==> config.mk <==
export PLATFORM = sky130hd
export DESIGN_NAME = instruction_fetch_flat
export DESIGN_NICKNAME = d
export VERILOG_FILES = /design/src/rtl/arm_pkg.sv /design/src/rtl/instruction_fetch_if.sv /design/src/rtl/ifid_register.sv /design/src/rtl/instruction_fetch.sv /design/src/flat_wrapper.sv
export SDC_FILE = /design/constraint.sdc
export NUM_CORES = 1
export LEC_CHECK = 0
export BUFFER_PORTS_ARGS = -buffer_cell sky130_fd_sc_hd__buf_2
export CORE_AREA = 10 10 150 152
export CTS_BUF_LIST = sky130_fd_sc_hd__clkbuf_16
export DETAILED_ROUTE_END_ITERATION = 8
export DIE_AREA = 0 0 160 162
export PLACE_DENSITY = 0.75
export RECOVER_POWER = 50
export SLEW_MARGIN = 40
export SYNTH_ARGS = -nofsm -noshare
export SYNTH_HDL_FRONTEND = slang
export SYNTH_SLANG_ARGS = --single-unit
==> constraint.sdc <==
create_clock -name clk -period 2.9 [get_ports clk]
set_input_delay 0.29 -clock clk [delete_from_list [all_inputs] [get_ports clk]]
set_output_delay 0.29 -clock clk [all_outputs]
set_load 0.05 [all_outputs]
==> src/rtl/arm_pkg.sv <==
// Shared definitions for the fetch stage: default widths, FSM state type,
// the flush/NOP word and instruction size in bytes.
package arm_pkg;

  localparam int DEFAULT_ADDR_WIDTH  = 64;
  localparam int DEFAULT_INSTR_WIDTH = 32;
  localparam int INSTR_BYTES         = 4;

  localparam logic [31:0] NOP_INSTR = 32'h0;

  typedef enum logic {
    RUN   = 1'b0,
    FAULT = 1'b1
  } fetch_state_t;

endpackage

==> src/rtl/instruction_fetch_if.sv <==
// Instruction memory bus: fetch drives the byte address, memory returns
// the word combinationally.
interface instruction_fetch_if
  import arm_pkg::*;
#(
  parameter int ADDR_WIDTH  = DEFAULT_ADDR_WIDTH,
  parameter int INSTR_WIDTH = DEFAULT_INSTR_WIDTH
) ();

  logic [ADDR_WIDTH-1:0]  imem_address;
  logic [INSTR_WIDTH-1:0] imem_data;

  modport master (output imem_address, input imem_data);
  modport slave  (input imem_address, output imem_data);

endinterface

==> src/rtl/ifid_register.sv <==
// IF/ID pipeline register. flush inserts a bubble with a NOP word, kill only
// drops valid (used when the stage faults), load captures a fetched word.
module ifid_register
  import arm_pkg::*;
#(
  parameter int ADDR_WIDTH  = DEFAULT_ADDR_WIDTH,
  parameter int INSTR_WIDTH = DEFAULT_INSTR_WIDTH
) (
  input  logic                   clk,
  input  logic                   rst,
  input  logic                   load,
  input  logic                   flush,
  input  logic                   kill,
  input  logic [ADDR_WIDTH-1:0]  pc_in,
  input  logic [INSTR_WIDTH-1:0] instr_in,
  output logic [ADDR_WIDTH-1:0]  ifid_pc,
  output logic [INSTR_WIDTH-1:0] ifid_instruction,
  output logic                   ifid_valid
);

  // Capture, flush, invalidate or hold; with no control asserted the register holds.
  always_ff @(posedge clk) begin
    if (rst) begin
      ifid_pc          <= '0;
      ifid_instruction <= INSTR_WIDTH'(NOP_INSTR);
      ifid_valid       <= 1'b0;
    end else if (flush) begin
      ifid_instruction <= INSTR_WIDTH'(NOP_INSTR);
      ifid_valid       <= 1'b0;
    end else if (kill) begin
      ifid_valid       <= 1'b0;
    end else if (load) begin
      ifid_pc          <= pc_in;
      ifid_instruction <= instr_in;
      ifid_valid       <= 1'b1;
    end
  end

endmodule

==> src/rtl/instruction_fetch.sv <==
// Fetch stage: owns the PC, addresses instruction memory and fills IF/ID.
//
//   state | meaning
//   RUN   | fetching; branch redirect beats stall, stall beats sequential fetch
//   FAULT | bad PC or branch target seen; everything frozen until rst
module instruction_fetch
  import arm_pkg::*;
#(
  parameter int                    ADDR_WIDTH  = DEFAULT_ADDR_WIDTH,
  parameter int                    INSTR_WIDTH = DEFAULT_INSTR_WIDTH,
  parameter int                    IMEM_SIZE   = 256,
  parameter logic [ADDR_WIDTH-1:0] RESET_PC    = '0
) (
  input  logic                   clk,
  input  logic                   rst,
  input  logic                   stall,
  input  logic                   branch_taken,
  input  logic [ADDR_WIDTH-1:0]  branch_target,
  instruction_fetch_if.master    imem,
  output logic [ADDR_WIDTH-1:0]  ifid_pc,
  output logic [INSTR_WIDTH-1:0] ifid_instruction,
  output logic                   ifid_valid,
  output logic                   fault,
  output logic [ADDR_WIDTH-1:0]  fault_pc,
  output logic [31:0]            fetch_count
);

  localparam logic [ADDR_WIDTH-1:0] LAST_PC    = ADDR_WIDTH'(IMEM_SIZE - INSTR_BYTES);
  localparam logic [ADDR_WIDTH-1:0] ALIGN_MASK = ADDR_WIDTH'(INSTR_BYTES - 1);
  localparam logic [ADDR_WIDTH-1:0] PC_STEP    = ADDR_WIDTH'(INSTR_BYTES);

  fetch_state_t          state;
  logic [ADDR_WIDTH-1:0] pc;
  logic                  pc_bad;
  logic                  target_bad;
  logic                  ifid_load;
  logic                  ifid_flush;
  logic                  ifid_kill;

  // Full-width compare so high address bits can never alias into range.
  function automatic logic addr_bad(input logic [ADDR_WIDTH-1:0] a);
    return ((a & ALIGN_MASK) != '0) || (a > LAST_PC);
  endfunction

  assign imem.imem_address = pc;

  // Decode this edge's action from state, priority and address checks.
  always_comb begin
    pc_bad     = addr_bad(pc);
    target_bad = addr_bad(branch_target);
    ifid_flush = 1'b0;
    ifid_kill  = 1'b0;
    ifid_load  = 1'b0;
    if (state == RUN) begin
      if (branch_taken) begin
        ifid_flush = !target_bad;
        ifid_kill  = target_bad;
      end else if (!stall) begin
        ifid_kill  = pc_bad;
        ifid_load  = !pc_bad;
      end
    end
  end

  // PC, fault capture, delivered-instruction counter and RUN/FAULT state.
  always_ff @(posedge clk) begin
    if (rst) begin
      state       <= RUN;
      pc          <= RESET_PC;
      fault       <= 1'b0;
      fault_pc    <= '0;
      fetch_count <= '0;
    end else begin
      case (state)
        RUN: begin
          if (branch_taken) begin
            if (target_bad) begin
              state    <= FAULT;
              fault    <= 1'b1;
              fault_pc <= branch_target;
            end else begin
              pc <= branch_target;
            end
          end else if (!stall) begin
            if (pc_bad) begin
              state    <= FAULT;
              fault    <= 1'b1;
              fault_pc <= pc;
            end else begin
              pc          <= pc + PC_STEP;
              fetch_count <= fetch_count + 32'd1;
            end
          end
        end
        FAULT: ;
        default: state <= FAULT;
      endcase
    end
  end

  ifid_register #(
    .ADDR_WIDTH (ADDR_WIDTH),
    .INSTR_WIDTH(INSTR_WIDTH)
  ) u_ifid (
    .clk             (clk),
    .rst             (rst),
    .load            (ifid_load),
    .flush           (ifid_flush),
    .kill            (ifid_kill),
    .pc_in           (pc),
    .instr_in        (imem.imem_data),
    .ifid_pc         (ifid_pc),
    .ifid_instruction(ifid_instruction),
    .ifid_valid      (ifid_valid)
  );

endmodule

==> src/flat_wrapper.sv <==
// flat-port wrapper written by rule: the top's interface ports become plain ports
module instruction_fetch_flat import arm_pkg::*;
#(
  parameter int                    ADDR_WIDTH  = DEFAULT_ADDR_WIDTH,
  parameter int                    INSTR_WIDTH = DEFAULT_INSTR_WIDTH,
  parameter int                    IMEM_SIZE   = 256,
  parameter logic [ADDR_WIDTH-1:0] RESET_PC    = '0
)
  (clk, rst, stall, branch_taken, branch_target, ifid_pc, ifid_instruction, ifid_valid, fault, fault_pc, fetch_count, imem_imem_address, imem_imem_data);
  instruction_fetch_if #(.ADDR_WIDTH(ADDR_WIDTH), .INSTR_WIDTH(INSTR_WIDTH)) imem_i ();
  input  logic clk;
  input  logic rst;
  input  logic stall;
  input  logic branch_taken;
  input  logic [ADDR_WIDTH-1:0] branch_target;
  output logic [ADDR_WIDTH-1:0] ifid_pc;
  output logic [INSTR_WIDTH-1:0] ifid_instruction;
  output logic ifid_valid;
  output logic fault;
  output logic [ADDR_WIDTH-1:0] fault_pc;
  output logic [31:0] fetch_count;
  output wire logic [$bits(imem_i.imem_address)-1:0] imem_imem_address;
  input wire logic [$bits(imem_i.imem_data)-1:0] imem_imem_data;
  assign imem_imem_address = imem_i.imem_address;
  assign imem_i.imem_data = imem_imem_data;
  instruction_fetch #(.ADDR_WIDTH(ADDR_WIDTH), .INSTR_WIDTH(INSTR_WIDTH), .IMEM_SIZE(IMEM_SIZE), .RESET_PC(RESET_PC)) u_core (.clk(clk), .rst(rst), .stall(stall), .branch_taken(branch_taken), .branch_target(branch_target), .imem(imem_i), .ifid_pc(ifid_pc), .ifid_instruction(ifid_instruction), .ifid_valid(ifid_valid), .fault(fault), .fault_pc(fault_pc), .fetch_count(fetch_count));
endmodule
# --- Word-level counts from Yosys, hierarchy flattened ---
# Cells that the tools add are included.
word_totals:
  out_inout_bits: 258
  in_bits: 100
  ff_bits: 259
  elab_cells: 61
op_classes:
  n_addsub: 2
  eq_ne: 4
  order_cmp: 2
  muxes: 25
  reduce_logical: 14
  bitwise: 6
op_table:
  columns: ["op", "n"]
  rows:
  - ["$mux 64", 8]
  - ["$gt 64x8->1 const B", 2]
  - ["$reduce_bool 64->1", 2]
  - ["$add 64x3->64 const B", 1]
  - ["$add 32x1->32 const B", 1]
  - ["$mux 1", 17]
  - ["$reduce_and 4->1", 3]
  - ["$not 1->1", 6]
  - ["$ne 2x1->1 const B", 2]
  - ["$ne 2x2->1 const B", 2]
  - ["$reduce_and 3->1", 1]
  - ["$reduce_or 3->1", 1]
  - ["$logic_not 1->1", 2]
  - ["$logic_or 1x1->1", 2]
  - ["$reduce_and 2->1", 1]
  - ["$reduce_bool 2->1", 1]
  - ["$reduce_or 2->1", 1]

# --- Logic depth before layout (Yosys ltp) ---
# Gate-level depths: netlist of run 1.
depth:
  depth_word: 7
  depth_mapped: 9
  ltp_nobuf: 6

# --- Cells and area by module ---
# From an unflattened synthesis of run 1, not the netlist that was laid out.
hier_totals:
  cells_unflattened: 1128
  hier_area_um2: 9999.6
by_module_without_submodules:
  columns: ["mod", "cells_per_inst", "area_per_inst_um2", "instances", "seq_area_each_um2"]
  rows:
  - ["instruction_fetch", 704, 6611.3, 1, 3243.1]
  - ["ifid_register", 424, 3388.2, 1, 1941.9]

# --- Least setup slack after synthesis of run 1 ---
# OpenSTA, ideal clock, no wires.
synth_path:
  kind: "register -> register"
  from: "register u_core.fetch_count[4]"
  to: "register u_core.fetch_count[31]"
  slack_ps: 492
  setup_time_ps: 70
  path_stages_with_launch: 7
  period_less_slack_ps: 2408
  t_arrival_ps: 2337
  required_time_ps: 2830
  n_path_buf: 0
  path_cell_list: "dfxtp_1 -> and4_1 -> nand4_1 -> nor4_1 -> nand4_1 -> or4_1 -> a21oi_1"
synth_via:
  elab_chain_len: 1
synth_lines:
  columns: ["item", "line_no", "text"]
  rows:
  - ["start: declaration", "instruction_fetch.sv:25", "output logic [31:0] fetch_count"]
  - ["start signal: assignment", "instruction_fetch.sv:91", "fetch_count <= fetch_count + 32'd1;"]
  - ["$add 32x1->32", "instruction_fetch.sv:91", null]
# No other way between the ends.
# A chain may end at the register's enable or synchronous reset.

# --- Final worst setup path of run 1 ---
layout_path:
  from: "register u_core.pc[14], in the netlist u_core.imem.imem_address[14]"
  to: "register u_core.pc[42], in the netlist u_core.imem.imem_address[42]"
layout_via:
  elab_chain_len: 4
  word_cells_on_any_way: 8
  classes_between: "1 x add/sub; 1 x order compare; 1 x eq/ne; 3 x mux; 2 x reduce/logical"
layout_lines:
  columns: ["item", "line_no", "text"]
  rows:
  - ["start: declaration", "instruction_fetch.sv:33", "logic [ADDR_WIDTH-1:0] pc;"]
  - ["start signal: assignment", "instruction_fetch.sv:82", "pc <= branch_target;"]
  - ["start signal: assignment", "instruction_fetch.sv:90", "pc <= pc + PC_STEP;"]
  - ["$add 64x3->64 or $gt 64x8->1 (tied branches)", "instruction_fetch.sv:90, instruction_fetch.sv:42", null]
  - ["$mux 64 or $logic_or 1x1->1 (tied branches)", "instruction_fetch.sv:85, instruction_fetch.sv:42", null]
  - ["$mux 64 or $ne 2x2->1 (tied branches)", null, null]
  - ["$mux 64 or $reduce_and 4->1 (tied branches)", null, null]
# Parallel ways exist; a longest one is shown, timed or not. The select of a mux whose other input is x is not followed.

==> results of run 1 <==
==> through the flow <==
stage / util, % / instances / area [sq um] / hold WS (ns) / setup slack [ns]
3_3_place_gp: 59.08 / 1559 / 11460 / 0.4386 / 0.05828
3_5_place_dp: 59.18 / 1560 / 11480 / 0.4433 / 0.03120
5_1_grt: 63.85 / 1634 / 12390 / 0.005947 / 0.02873
6_report: 63.88 / 1636 / 12390 / 0.02159 / 0.1178
4_1_cts: 65.47 / 1634 / 12700 / 0.0006442 / 0.02364
2_1_floorplan: - / 992 / 9413 / 0.4260 / 0.4922
==> routing by layer <==
metal  share of wire (%)  vias up  track usage [%]
met3                 7.9       42            6.623
met4                 1.8        2            5.467
met5               0.042        -                0
met1                  41     4066            26.77
met2                  49      327            38.13
li1                    -     4233                -
==> critical path, delay by kind of cell, from the launching register on <==
family | cells | cell delay [ns]
AO/OA/AOI/OAI | 2 | 0.38
AND/OR/NAND/NOR | 4 | 1.44
buffers and inverters | 2 | 0.48
flip-flops | 1 | 0.36
==> power groups by stage <==
stage | logic [uW] | registers, uW | clock network, uW
floorplan | 342 | 4200 | 0
global placement | 1040 | 3810 | 0
detailed placement | 1060 | 3820 | 0
CTS | 1090 | 3740 | 3810
global route | 1120 | 3760 | 3950
finish | 1050 | 3740 | 3730
==> synthesized netlist by cell type (all sizes together), types with 11 or more instances <==
library cell | count | area [sq um]
and2 | 56 | 350.3
inv | 14 | 52.55
or3 | 16 | 100.1
nand3 | 11 | 55.05
and3 | 62 | 387.9
dfxtp | 259 | 5185
mux2i | 65 | 650.6
nor4 | 30 | 202.7
a211oi | 68 | 510.5
clkbuf | 70 | 262.8
nand4 | 13 | 87.58
o21ai | 18 | 90.08
nand2 | 98 | 367.9
o31ai | 12 | 90.09
a21oi | 71 | 355.3
nor2 | 83 | 311.6
==> cells by family (layout without fill, tap and decap cells) <==
group / Yosys count / count (layout) / synth area share (%)
AND/OR/NAND/NOR: 392 / 392 / 21.47
flip-flops: 259 / 259 / 55.08
AO/OA/AOI/OAI: 187 / 187 / 12.64
buffers and inverters: 84 / 461 / 3.350
multiplexers: 65 / 65 / 6.912
XOR/XNOR: 3 / 3 / 0.2792
adder cells (fa/ha/maj): 2 / 2 / 0.2658
other: 0 / 2 / 0
==> flip-flops by register name, summed over array words and instances, names as in the netlist <==
name                            count
u_core.fetch_count                 32
u_core.imem.imem_address           64
u_core.u_ifid.ifid_valid            1
u_core.fault                        1
u_core.state                        1
u_core.u_ifid.ifid_instruction     32
u_core.u_ifid.ifid_pc              64
u_core.fault_pc                    64
==> cell type report <==
| type | instances | area [sq um] | area share [%] |
|---|---|---|---|
| Clock buffer | 27 | 675.6 | 5.452 |
| Clock inverter | 21 | 285.3 | 2.302 |
| Sequential cell | 259 | 5185 | 41.84 |
| Multi-Input combinational cell | 649 | 3959 | 31.95 |
| Antenna cell | 2 | 5.005 | 0.04039 |
| Timing Repair Buffer | 399 | 1898 | 15.32 |
| Inverter | 14 | 52.55 | 0.4241 |
| Tap cell | 265 | 331.6 | 2.676 |
==> how the worst max path moves through the flow <==
stage	from	to	slack, ns
2_1_floorplan	u_core.fetch_count[4]	u_core.fetch_count[31]	0.49
5_1_grt	u_core.imem.imem_address[14]	u_core.imem.imem_address[42]	0.03
4_1_cts	u_core.imem.imem_address[14]	u_core.fetch_count[18]	0.02
6_report	u_core.imem.imem_address[14]	u_core.imem.imem_address[42]	0.12
3_5_place_dp	u_core.imem.imem_address[14]	u_core.fetch_count[6]	0.03
3_3_place_gp	u_core.imem.imem_address[14]	u_core.fetch_count[10]	0.06
==> timing repair <==
action,CTS,global route
hold endpoints to repair,26,0
setup endpoints to repair,0,7
hold buffers,26,0
resized for setup,0,1
==> impl_metrics.json, run 1 <==
{
  "outcome": "complete, no violations",
  "synth_edf_count": 0,
  "layout_min_cycle_time_ns": 2.782,
  "drv_slew": 0,
  "yosys_warnings": 0,
  "synth_ff_type": "dfxtp_1",
  "cp_slowest_cell": "nor4_4",
  "grt_usage_pct": 22.24,
  "grt_max_degree": 98,
  "grt_pass1_vias": 8464,
  "synthesis.nets": 1094,
  "cts.sinks": 259,
  "routedWlPerCell_microns": 19.08,
  "fillers": 1769,
  "dp_hpwl_microns": 22350,
  "antenna_found_initial": 3,
  "drtAntennaViolNets": 0,
  "via_per_inst": 5.300,
  "drv_cap": 0,
  "setup_violations": 0,
  "ir_worst_vdd_uv": 477.5,
  "start_util_pct": 48.52,
  "critPathMaxStageDelay_ns": 0.51,
  "min_path_type": "in2reg",
  "r2r_setup_slack_ns": 0.12,
  "criticalPathCategory": "reg2reg",
  "drive_above_1_share_pct": 11.91,
  "p_comb_share_pct": 12.3,
  "nets": 1452,
  "start_kind": "flop",
  "p_int_uw": 6257,
  "max_freq_mhz": 359.4,
  "ys_seq_area_share_pct": 55.08,
  "drc": 0,
  "hold_depth": 3,
  "cp.required_ns": 3.32,
  "cts_tree": "yes",
  "ios": 358,
  "critical_path.cell_chain": "nor4_1 -> nand4_1 -> nor4_4 -> buf_4 -> a21o_1 -> a21oi_4 -> buf_8 -> and2_1",
  "fin_skew_ns": 0.01375,
  "rows": 51,
  "drtPass1Iterations": 7,
  "finalHoldViolCount": 0,
  "drt-total-wl_microns": 31220,
  "die-area_sq_um": 25920,
  "netSwitchingFraction_pct": 26.65,
  "critical_path_arrival_ns": 3.20,
  "layout_common_cells": "259 x dfxtp_1, 258 x clkbuf_1, 97 x nand2_1, 97 x buf_2, 83 x nor2_1",
  "r2r-end": "u_core.imem.imem_address[42]",
  "globalplace.congestion": 0.8832,
  "min_to": "u_core.u_ifid.ifid_instruction[28]",
  "period_share_pct": 95.94,
  "p_seq_share_pct": 43.9,
  "cts_max_level": 1,
  "post-cts-setup-buffers": 0,
  "cts_buffer_depth": 3,
  "detail_route.iter0.violations": 683,
  "holdCritStartpoint": "imem_imem_data[28]",
  "clkPwrFrac_pct": 43.8,
  "layout_commonest_cell": "dfxtp_1",
  "critPathMaxFanout": 29,
  "worst-slew-pin-transition_ns": 0.7136,
  "ys_ff_latch": 259,
  "synthArstFlopShare_pct": 0,
  "r2r.worst_path.cells": 8,
  "pwr_density_cell_nw_per_um2": 688.4,
  "port_buffers": 357,
  "cts_buffers": 27,
  "clkTransAtPathRegs_ns": 0.06,
  "cts_root_buf": "clkbuf_16",
  "syn_to_final_growth_pct": 31.65,
  "core_sq_um": 19400,
  "p_switching_uw": 2274,
  "r2r_start": "u_core.imem.imem_address[14]",
  "power_uw": 8531,
  "synth_area_per_cell_sq_um": 9.489,
  "end_kind": "flop",
  "grt_pass1_wl_microns": 47510,
  "synthCells": 992,
  "yosysUniqueCellTypes": 36,
  "die_x_microns": 160,
  "synth_area_sq_um": 9413,
  "worstSkewPairLatency_ns": 0.53,
  "gr-total-overflow": 0,
  "vias": 8670,
  "fin_setup_tns_ns": 0,
  "max-slew-margin-rel_pct": 52.43,
  "rsz0062_at_grt": "no",
  "p_leak_uw": 0.004941,
  "fp.dieH_microns": 162
}
Power figures use the tool's default switching activity.
==> run 2, diff against run 1 <==
--- a/config.mk
+++ b/config.mk
@@ -6,11 +6,11 @@
 export NUM_CORES = 1
 export LEC_CHECK = 0
 export BUFFER_PORTS_ARGS = -buffer_cell sky130_fd_sc_hd__buf_2
-export CORE_AREA = 10 10 150 152
+export CORE_AREA = 10 10 158 160
 export CTS_BUF_LIST = sky130_fd_sc_hd__clkbuf_16
 export DETAILED_ROUTE_END_ITERATION = 8
-export DIE_AREA = 0 0 160 162
-export PLACE_DENSITY = 0.75
+export DIE_AREA = 0 0 168 170
+export PLACE_DENSITY = 0.71
 export RECOVER_POWER = 50
 export SLEW_MARGIN = 40
 export SYNTH_ARGS = -nofsm -noshare
==> constraint.sdc (replaced) <==
create_clock -name clk -period 2.3 [get_ports clk]
set_input_delay 0.23 -clock clk [delete_from_list [all_inputs] [get_ports clk]]
set_output_delay 0.23 -clock clk [all_outputs]
set_load 0.05 [all_outputs]
==> impl_metrics.json, run 2 (synthesized netlist as in run 1, its figures left out) <==
{
  "outcome": "complete, no violations",
  "r2r_start": "u_core.imem.imem_address[44]",
  "core_sq_um": 21690,
  "cts_buffer_depth": 3,
  "grt_max_degree": 70,
  "grt_usage_pct": 20.71,
  "globalplace.congestion": 0.8767,
  "finalHoldViolCount": 0,
  "setup_violations": 0,
  "timing.hold.ws_ns": 0.04658,
  "fin_setup_tns_ns": 0,
  "grt_use_met1_pct": 24.15,
  "worstSkewPairLatency_ns": 0.54,
  "fp.dieH_microns": 170,
  "drtPass1Iterations": 7,
  "cts_tree": "yes",
  "use_met3_pct": 5.644,
  "gr-max-usage-layer": "met2",
  "drtAntennaViolNets": 0,
  "gr-usage-met2_pct": 35.49,
  "crit_path_start": "u_core.imem.imem_address[44]",
  "drt-total-wl_microns": 33000,
  "pwr_density_cell_nw_per_um2": 795.8,
  "max_freq_mhz": 435.5,
  "drive_above_1_share_pct": 22.51,
  "ir_worst_vdd_uv": 568.7,
  "min_path_type": "in2reg",
  "cts_max_level": 1,
  "layout_min_cycle_time_ns": 2.296,
  "layout_commonest_cell": "clkbuf_1",
  "drv_slew": 0,
  "start_util_pct": 43.40,
  "critPathMaxFanout": 21,
  "p_leak_uw": 0.005557,
  "die-area_sq_um": 28560,
  "antenna_found_initial": 2,
  "max-slew-margin-rel_pct": 52.09,
  "period_share_pct": 99.84,
  "start_kind": "flop",
  "criticalPathCategory": "reg2reg",
  "via_per_inst": 5.264,
  "cp.required_ns": 2.76,
  "cts_root_buf": "clkbuf_16",
  "fillers": 1968,
  "rsz0062_at_grt": "yes",
  "layout_common_cells": "249 x clkbuf_1, 218 x dfxtp_1, 106 x buf_2, 97 x nand2_1, 83 x nor2_1",
  "syn_to_final_growth_pct": 42.99,
  "grt_pass1_vias": 8961,
  "nets": 1538,
  "routedWlPerCell_microns": 18.98,
  "gr-total-overflow": 0,
  "rows": 54,
  "holdCritStartpoint": "branch_target[31]",
  "die_x_microns": 168,
  "fin_skew_ns": 0.01314,
  "dp_hpwl_microns": 23650,
  "vias": 9149,
  "r2r_setup_slack_ns": 0.004,
  "ios": 358,
  "grt_pass1_wl_microns": 48720,
  "worst-slew-pin-transition_ns": 0.7217,
  "clkTransAtPathRegs_ns": 0.06,
  "cts_buffers": 28,
  "drc": 0,
  "end_kind": "flop",
  "critical_path_arrival_ns": 2.76,
  "port_buffers": 357,
  "cts.sinks": 259,
  "drv_cap": 0,
  "detail_route.iter0.violations": 652
}
-- run 2: metal layers --
layer  share of wire, %  wire length, microns
met3                7.3                  2417
met5              0.039                    13
met2                 49                 16320
met4                3.1                  1021
met1                 40                 13220
-- run 2: repair_timing --
item                                   4_1_cts  5_1_grt
buffers inserted                             1        4
setup endpoints to repair                  245      117
pin swaps                                    3       14
hold buffers                                32        0
endpoints found under the hold margin       32        0
gates resized for setup                      7       47
gates cloned                                 0        6
-- run 2: worst max-delay path, cell delays in order, from the launching register on --
cell and delay, ns:
dfxtp_2 0.33, nor4_4 0.29, nand3_2 0.16, nor4_4 0.29
buf_4 0.18, nand4_2 0.13, buf_12 0.18, or4_1 0.51
a21oi_2 0.14
-- run 2: worst paths after layout --
kind                                                           to  cells after the start
worst max-delay path                       u_core.fetch_count[18]                      8
worst min-delay path                          u_core.fault_pc[31]                      3
worst max register to register             u_core.fetch_count[18]                      8
worst min register to register  u_core.u_ifid.ifid_instruction[6]                      2
-- run 2: final cells by class --
cell class	count	area, sq um	area share, %
clock inverters	23	249.0	1.850
diodes	1	2.502	0.01859
multi-input cells	650	4172	30.99
flip-flops and latches	259	5239	38.92
clock buffers	28	700.7	5.206
well taps	280	350.3	2.603
repair buffers	483	2694	20.01
inverters	14	52.55	0.3904
-- run 2: through the flow --
stage               total power, uW  setup slack, ns  cell area (sq um)  util (%)  cells
finish                        10710         0.003588              13460     62.06   1738
floorplan                      5730        -0.005177               9463         -    992
global route                  11110         -0.09477              13460     62.06   1738
global placement               6148          -0.1999              12100     55.80   1642
detailed placement             6170          -0.2412              12120     55.87   1643
CTS                           10790         -0.01038              13440     61.96   1727
-- run 2: report_power, final --
part           internal (uW)  switching, uW
registers               4630           88.1
logic                    395           1010
clock network           2780           1810
==> run 3, diff against run 2 <==
--- a/config.mk
+++ b/config.mk
@@ -11,7 +11,7 @@
 export DETAILED_ROUTE_END_ITERATION = 8
 export DIE_AREA = 0 0 168 170
 export PLACE_DENSITY = 0.71
-export RECOVER_POWER = 50
+export RECOVER_POWER = 100
 export SLEW_MARGIN = 40
 export SYNTH_ARGS = -nofsm -noshare
 export SYNTH_HDL_FRONTEND = slang
==> impl_metrics.json, run 3 (synthesized netlist as in run 1, its figures left out) <==
{
  "outcome": "complete, no violations",
  "max-slew-margin-rel_pct": 52.09,
  "via_per_inst": 5.262,
  "ir_worst_vdd_uv": 567.2,
  "start_kind": "flop",
  "power_uw": 10710,
  "cts_max_level": 1,
  "min_path_type": "in2reg",
  "die-area_sq_um": 28560,
  "grt_max_degree": 70,
  "critPathMaxFanout": 21,
  "start_util_pct": 43.40,
  "p_seq_share_pct": 44.1,
  "antenna_found_initial": 2,
  "finalHoldViolCount": 0,
  "netSwitchingFraction_pct": 27.15,
  "pwr_density_cell_nw_per_um2": 797.3,
  "cts_tree": "yes",
  "gr-total-overflow": 0,
  "period_share_pct": 99.79,
  "place_area_sq_um": 12120,
  "drtAntennaViolNets": 0,
  "finish.instance_area_sq_um": 13430,
  "p_switching_uw": 2907,
  "rows": 54,
  "core_sq_um": 21690,
  "drive_above_1_share_pct": 21.62,
  "drt-total-wl_microns": 33040,
  "layout_commonest_cell": "clkbuf_1",
  "criticalPathCategory": "reg2reg",
  "r2r.worst_path.cells": 8,
  "drv_slew": 0,
  "end_kind": "flop",
  "rsz0062_at_grt": "yes",
  "multi_input_area_sq_um": 4160,
  "drtPass1Iterations": 5,
  "port_buffers": 357,
  "critical_path.cell_chain": "nor4_4 -> nand4_1 -> nor4_4 -> buf_4 -> nand4_2 -> buf_12 -> or4_1 -> a21oi_2",
  "grt_usage_pct": 20.71,
  "dp_hpwl_microns": 23650,
  "fp.dieH_microns": 170,
  "r2r_setup_slack_ns": 0.005,
  "worstSkewPairLatency_ns": 0.54,
  "timing.hold.ws_ns": 0.04682,
  "critPathMaxStageDelay_ns": 0.51,
  "cts_buffer_depth": 3,
  "layout.area.seq_sq_um": 5239,
  "hold_depth": 3,
  "grt_pass1_vias": 8961,
  "detail_route.iter0.violations": 627,
  "p_leak_uw": 0.005506,
  "nets": 1538,
  "dpl.cell_count": 1643,
  "clkTransAtPathRegs_ns": 0.06,
  "grt_pass1_wl_microns": 48720,
  "drc": 0,
  "routedWlPerCell_microns": 19.01,
  "instances_no_fill": 1738,
  "layout_min_cycle_time_ns": 2.295,
  "cp_slowest_cell": "or4_1",
  "vias": 9146,
  "ios": 358,
  "worst-slew-pin-transition_ns": 0.7217,
  "p_int_uw": 7799,
  "drv_cap": 0,
  "globalplace.congestion": 0.8767,
  "syn_to_final_growth_pct": 42.66,
  "fin_skew_ns": 0.01474,
  "cts_root_buf": "clkbuf_16",
  "cp.buffers_inverters": 2,
  "fillers": 1978,
  "p_comb_share_pct": 13.1,
  "setup_violations": 0,
  "cp.required_ns": 2.76,
  "critical_path_arrival_ns": 2.76,
  "die_x_microns": 168,
  "cp.depth": 8,
  "cts.sinks": 259,
  "path_common_cell": "nor4_4",
  "crit_family": "simple AND/OR/NAND/NOR gates",
  "cts_buffers": 28,
  "clkPwrFrac_pct": 42.9,
  "layout_common_cells": "261 x clkbuf_1, 218 x dfxtp_1, 97 x nand2_1, 96 x buf_2, 83 x nor2_1",
  "max_freq_mhz": 435.7
}
## run 3: cell type report
cell class / instances / share of cell area (%)
well taps: 280 / 2.609
flip-flops and latches: 259 / 39.01
repair buffers: 483 / 19.91
clock buffers: 28 / 5.218
multi-input cells: 650 / 30.98
diodes: 1 / 0.01864
clock inverters: 23 / 1.854
inverters: 14 / 0.3914
## run 3: through the flow
| step | util (%) | setup WS, ns | setup TNS, ns |
|---|---|---|---|
| floorplan | - | -0.005177 | -0.005177 |
| CTS | 61.96 | -0.01038 | -0.01055 |
| global route | 61.91 | -0.09477 | -1.124 |
| detailed placement | 55.87 | -0.2412 | -15.74 |
| finish | 61.91 | 0.004788 | 0 |
| global placement | 55.80 | -0.1999 | -12.25 |
## run 3: what timing repair did
action	in CTS	in global routing
buffers inserted	1	4
hold buffers	32	0
endpoints found under the setup margin	245	117
pin swaps	3	14
cloned	0	6
hold endpoints to repair	32	0
gates resized for setup	7	47
## run 3: tightest hold or removal path: cells and delay by family
kind	cells	cell delay (ns)
AOI/OAI and AO/OA	1	0.08
muxes	1	0.12
buffers and inverters	1	0.11
## run 3: power groups by stage
stage,clock (uW),sequential [uW],combinational (uW)
final,4590,4720,1400
after global routing,4880,4730,1500
after CTS,4670,4720,1410
after detailed placement,0,4810,1360
after global placement,0,4810,1340
after floorplan,0,5300,431
## run 3: per-layer routing
| layer | up-vias | track usage (%) | wire length, microns |
|---|---|---|---|
| met3 | 66 | 5.644 | 2468 |
| met1 | 4317 | 24.15 | 13160 |
| met2 | 336 | 35.49 | 16400 |
| met5 | - | 0 | 13 |
| met4 | 2 | 8.062 | 999 |
| li1 | 4425 | - | - |
## run 3: final timing paths
check,start,endpoint
worst max-delay path,u_core.imem.imem_address[53],u_core.fetch_count[18]
worst min-delay path,branch_target[45],u_core.fault_pc[45]
worst max register to register,u_core.imem.imem_address[53],u_core.fetch_count[18]
worst min register to register,u_core.u_ifid.ifid_instruction[6],u_core.u_ifid.ifid_instruction[6]
